File: config.mk
export PLATFORM = sky130hd
export DESIGN_NAME = multiples_sum
export DESIGN_NICKNAME = d
export VERILOG_FILES = /design/src/rtl/multiples_sum.sv
export SDC_FILE = /design/constraint.sdc
export NUM_CORES = 1
export LEC_CHECK = 0
export CORE_ASPECT_RATIO = 0.9
export CORE_UTILIZATION = 28
export CTS_CLUSTER_DIAMETER = 80
export DETAILED_ROUTE_END_ITERATION = 6
export PLACE_DENSITY = 0.5
export SYNTH_ARGS = -nofsm -noshare
export SYNTH_HDL_FRONTEND = slang
export SYNTH_SLANG_ARGS = --single-unit
File: constraint.sdc
create_clock -name clk -period 6.5 [get_ports clk]
set_input_delay 1.3 -clock clk [delete_from_list [all_inputs] [get_ports clk]]
set_output_delay 1.3 -clock clk [all_outputs]
set_load 0.05 [all_outputs]
File: src/rtl/multiples_sum.sv
// multiples_sum: sums every n in [1, max_value) that is divisible by at least
// one of NUM_DIV programmable divisors. One candidate is tested per clock.
// Divisibility is tracked with one modulo counter (residue) per channel, so no
// divider is needed. A zero divisor disables its channel.
module multiples_sum #(
    parameter int CNT_W   = 16,
    parameter int SUM_W   = 32,
    parameter int NUM_DIV = 2,
    parameter int DIV_W   = 8
) (
    input  logic                     clk,
    input  logic                     reset_n,
    input  logic                     start,
    input  logic                     abort,
    input  logic [CNT_W-1:0]         max_value,
    input  logic [NUM_DIV*DIV_W-1:0] divisors,
    output logic                     busy,
    output logic                     results_valid,
    output logic [SUM_W-1:0]         results,
    output logic [CNT_W-1:0]         hits,
    output logic                     overflow
);

    typedef enum logic [1:0] {S_IDLE, S_LOAD, S_RUN, S_DONE} state_t;

    state_t           state_q, state_d;
    logic [CNT_W-1:0] m_q, m_d;
    logic [CNT_W-1:0] cnt_q, cnt_d;
    logic [CNT_W-1:0] hits_q, hits_d;
    logic [SUM_W-1:0] results_q, results_d;
    logic             overflow_q, overflow_d;
    logic [DIV_W-1:0] d_q [NUM_DIV];
    logic [DIV_W-1:0] d_d [NUM_DIV];
    logic [DIV_W-1:0] r_q [NUM_DIV];
    logic [DIV_W-1:0] r_d [NUM_DIV];
    logic [DIV_W-1:0] r_inc [NUM_DIV];
    logic [NUM_DIV-1:0] hit_vec;
    logic             hit;
    logic             accept;
    logic [SUM_W:0]   add_full;

    // A start is only honoured when no run is in flight.
    assign accept = start && ((state_q == S_IDLE) || (state_q == S_DONE));

    // Per-channel hit detection and residue advance (wraps at D-1 back to 0).
    generate
        for (genvar gi = 0; gi < NUM_DIV; gi++) begin : g_chan
            assign hit_vec[gi] = (d_q[gi] != '0) && (r_q[gi] == '0);
            assign r_inc[gi]   = (r_q[gi] == d_q[gi] - DIV_W'(1)) ? '0 : r_q[gi] + DIV_W'(1);
        end
    endgenerate

    assign hit = |hit_vec;

    // Extra top bit catches the carry out of the accumulator (assumes SUM_W >= CNT_W).
    assign add_full = {1'b0, results_q} + {{(SUM_W + 1 - CNT_W){1'b0}}, cnt_q};

    // Next-state logic of the control FSM; abort takes priority over termination.
    always_comb begin
        state_d = state_q;
        case (state_q)
            S_IDLE: if (start) state_d = S_LOAD;
            S_LOAD: state_d = abort ? S_IDLE : S_RUN;
            S_RUN: begin
                if (abort)              state_d = S_IDLE;
                else if (cnt_q >= m_q)  state_d = S_DONE;
            end
            S_DONE: if (start) state_d = S_LOAD;
            default: state_d = S_IDLE;
        endcase
    end

    // Datapath next-state: latch on accept, initialise in LOAD, step in RUN.
    always_comb begin
        m_d        = m_q;
        cnt_d      = cnt_q;
        hits_d     = hits_q;
        results_d  = results_q;
        overflow_d = overflow_q;
        for (int i = 0; i < NUM_DIV; i++) begin
            d_d[i] = d_q[i];
            r_d[i] = r_q[i];
        end

        if (accept) begin
            m_d = max_value;
            for (int i = 0; i < NUM_DIV; i++) begin
                d_d[i] = divisors[i*DIV_W +: DIV_W];
            end
        end

        if ((state_q == S_LOAD) || (state_q == S_RUN)) begin
            if (abort) begin
                results_d  = '0;
                hits_d     = '0;
                overflow_d = 1'b0;
            end else if (state_q == S_LOAD) begin
                cnt_d      = CNT_W'(1);
                results_d  = '0;
                hits_d     = '0;
                overflow_d = 1'b0;
                for (int i = 0; i < NUM_DIV; i++) begin
                    r_d[i] = (d_q[i] == DIV_W'(1)) ? '0 : DIV_W'(1);
                end
            end else if (cnt_q < m_q) begin
                cnt_d = cnt_q + CNT_W'(1);
                for (int i = 0; i < NUM_DIV; i++) begin
                    r_d[i] = r_inc[i];
                end
                if (hit) begin
                    results_d  = add_full[SUM_W-1:0];
                    hits_d     = hits_q + CNT_W'(1);
                    overflow_d = overflow_q | add_full[SUM_W];
                end
            end
        end
    end

    // Control and scalar datapath registers.
    always_ff @(posedge clk or negedge reset_n) begin
        if (!reset_n) begin
            state_q    <= S_IDLE;
            m_q        <= '0;
            cnt_q      <= '0;
            hits_q     <= '0;
            results_q  <= '0;
            overflow_q <= 1'b0;
        end else begin
            state_q    <= state_d;
            m_q        <= m_d;
            cnt_q      <= cnt_d;
            hits_q     <= hits_d;
            results_q  <= results_d;
            overflow_q <= overflow_d;
        end
    end

    // Per-channel divisor and residue registers.
    generate
        for (genvar gi = 0; gi < NUM_DIV; gi++) begin : g_chan_reg
            always_ff @(posedge clk or negedge reset_n) begin
                if (!reset_n) begin
                    d_q[gi] <= '0;
                    r_q[gi] <= '0;
                end else begin
                    d_q[gi] <= d_d[gi];
                    r_q[gi] <= r_d[gi];
                end
            end
        end
    endgenerate

    assign busy          = (state_q == S_LOAD) || (state_q == S_RUN);
    assign results_valid = (state_q == S_DONE);
    assign results       = results_q;
    assign hits          = hits_q;
    assign overflow      = overflow_q;

endmodule

==> impl_metrics.yaml <==
run_status:
  status: "completed"
logic_synthesis:
  yosys_warnings: 0
  async_reset_ff_share_pct: 100
  syn_nets: 839
  ys_types: 61
  netlist_area_sq_mm: 0.00708
  ys_seq_area_share_pct: 40.6
  synth_cells: 757
  ys_ff_latch: 115
  synth-edff-count: 0
  ys.flop_type: "dfrtp_1"
  synth_area_per_cell_sq_um: 9.36
global_routing:
  track_usage_pct: 14.2
  grt_max_degree: 64
  gr-total-overflow: 0
  grt_pass1_vias: 5487
  grt_first_pass_wirelength_mm: 29.2
  antenna_found_initial: 0
clock_tree:
  max-clock-path-buffers: 2
  clock_latency_ps: 410
  cts_setup_buffers: 0
  htreeDepth: 4
  cts_hold_buf: 0
  cts.sinks: 115
  clk_pin_slew_ps: 50
  root_buffer: "clkbuf_16"
  cts_buffers: 17
  post_cts_resized: 0
  cts_tree: "done"
floorplan:
  start_util_pct: 28.9
  rows: 54
  io_pins: 87
  die_area_sq_mm: 0.0259
  die_width_um: 170
  core_region_area_sq_mm: 0.0245
  die_h_um: 153
setup_path:
  r2r_start: "r_q[0]"
  cp.required_ps: 5200
  r2r_setup_slack_ps: 3030
  cp_slowest_cell: "clkdlybuf4s50_1"
  end_kind: "primary output"
  crit_chain: "inv_1 -> ha_1 -> inv_1 -> clkdlybuf4s50_1"
  path_class: "reg2out"
  critPathLaunch: "state_q[0]"
  r2r_cells: 10
  r2r_end: "results[28]"
  critPathBufInv: 3
  cp-start-kind: "register"
  cpMostUsedCell: "inv_1"
  worstPathArrival_ps: 2240
  path_delay_family: "buffers and inverters"
  critical_path.endpoint: "busy"
  path_depth: 4
  crit_fanout: 6
  slowest_delay_ps: 820
drt:
  num_vias: 5716
  drcViolationCount: 0
  ant_nets: 0
  firstDrtPassIters: 4
  drtIter0Drc: 405
  wl_per_cell_um: 15.0
  routed_wl_mm: 17.7
  vias_per_cell: 4.82
finish:
  regArea_sq_mm: 0.00288
  num-fill-cells: 2456
  stdcell_area_sq_mm: 0.00885
  areaGrowthSynthToFinish_pct: 24.9
  drive_above_1_share_pct: 9.54
  final_util_pct: 36.1
  n_antenna_cell: 0
  nNetsFinal: 920
  multi_input_area_sq_mm: 0.00390
sta:
  rsz0062_at_grt: "false"
  period_minus_slack_ps: 3540
  max_slew_margin_pct: 21.4
  report.final.hold_viol_count: 0
  timing.final.crit_share_pct: 54.5
  fin_skew_ps: 8.92
  fmax_mhz: 282
  worst_pin_slew_ps: 1180
  setup_tns_ps: 0
  finalSetupViolations: 0
  slew_viol_final: 0
power:
  peakVddDrop_mv: 0.248
  leakagePower_nw: 3.71
  power.density_mw_per_mm2: 369
placed_design:
  place_congestion: 0.803
  placed_area_sq_mm: 0.00828
  dp_hpwl_mm: 12.7
  port_buffers: 86
min_path:
  hp-class: "reg2reg"
run:
  cap_violations: 0
==> state kept, by name, summed over array words and instances (netlist names) <==
name and flops:
cnt_q 16, d_q 16, hits 16, m_q 16, overflow 1, r_q 16
results 32, state_q 2
==> how the worst min path moves through the flow <==
stage / start / endpoint / cells after the start
2_1_floorplan: m_q[1] / m_q[1] / 1
3_3_place_gp: m_q[2] / m_q[2] / 1
3_5_place_dp: m_q[2] / m_q[2] / 1
4_1_cts: m_q[2] / m_q[2] / 1
5_1_grt: m_q[7] / m_q[7] / 1
6_report: m_q[2] / m_q[2] / 1
==> cell families (layout without fill, tap and decap cells) <==
group                      count (synthesis)  count (layout)  synth area share (%)
AOI/OAI and AO/OA                        152             152                  13.7
xor gates and xnor gates                  59              59                  7.49
adders and majority gates                 46              46                  8.23
buffers and inverters                     78             170                  4.34
DFF                                      115             115                  40.6
muxes                                     36              36                  5.69
and+or+nand+nor                          271             271                  19.9
==> worst reg2reg max path, stage by stage, from the launching register on <==
cell,delay [ps]
dfrtp_1,470
inv_1,100
ha_1,140
or4b_1,460
nor4_1,270
a32o_1,260
nand4_1,120
buf_4,280
o21bai_1,520
or4_1,630
a21oi_1,150
==> routing by layer <==
layer | wire length [um] | up-vias | share of wire [%] | GRT usage [%]
met1 | 9210 | 2756 | 52 | 20.3
li1 | - | 2870 | - | -
met4 | 161 | 0 | 0.91 | 3.99
met2 | 7900 | 82 | 45 | 21.5
met3 | 472 | 8 | 2.7 | 2.98
met5 | 0 | - | 0 | 0
==> layout by cell type (no fill, tap or decap), types with 4 or more instances in the layout <==
cell	Yosys	final
a21o_1	6	6
nand2_1	57	57
dfrtp_1	115	115
nor2b_1	5	5
xnor2_1	39	39
nor3_1	28	28
nor4_1	9	9
clkbuf_1	18	4
o21ai_0	52	52
or4_1	5	5
nor2_1	57	56
o22ai_1	4	4
mux2_2	34	34
nand2b_1	10	10
ha_1	45	45
nand4_1	14	14
nor4b_1	5	5
buf_4	0	6
clkbuf_16	0	17
clkbuf_8	0	4
xor2_1	19	19
or3_1	8	8
a211oi_1	9	9
a21oi_1	30	30
o31ai_1	16	16
inv_1	49	49
nand3_1	29	29
and2_1	5	5
a22o_1	5	5
and3_1	16	16
nor3b_1	7	7
clkdlybuf4s50_1	0	85
==> stage by stage <==
| step | setup WS [ps] | hold slack [ps] | power, mW | std cells |
|---|---|---|---|---|
| global placement | 2690 | 490 | 2.36 | 1155 |
| floorplan | 3680 | 479 | 2.01 | 757 |
| CTS | 2920 | 506 | 3.32 | 1185 |
| finish | 2960 | 502 | 3.27 | 1185 |
| detailed placement | 2630 | 494 | 2.37 | 1155 |
| global route | 2700 | 530 | 3.51 | 1185 |
==> area by class of cell <==
cell class / instances / area share [%]
clock inverter: 5 / 0.848
tap: 336 / 4.75
multi-input combinational: 564 / 44.1
inverter: 49 / 2.08
sequential: 115 / 32.5
timing repair buffer: 91 / 10.1
clock buffer: 25 / 5.60
==> where the power goes <==
group          switching [mW]  leakage, nW  internal [mW]
registers               0.193         1.51          0.879
clock network           0.323        0.283          0.599
logic                   0.751         1.91          0.523
==> synth_stat cells, types with 6 or more instances <==
master / n / area, sq um
and3_1: 16 / 100
buf_2: 6 / 30.0
xor2_1: 19 / 166
dfrtp_1: 115 / 2880
o21ai_0: 52 / 260
or3_1: 8 / 50.1
nor3b_1: 7 / 52.6
nand2_1: 57 / 214
nor2_1: 57 / 214
mux2_2: 34 / 383
nor3_1: 28 / 140
a21oi_1: 30 / 150
nand4_1: 14 / 87.6
a211oi_1: 9 / 67.6
nand2b_1: 10 / 62.6
xnor2_1: 39 / 342
clkbuf_1: 18 / 67.6
nor4_1: 9 / 56.3
o31ai_1: 16 / 120
nand3_1: 29 / 145
ha_1: 45 / 563
inv_1: 49 / 184
a21o_1: 6 / 45.0
No activity file was read; power rests on OpenSTA's default activity.
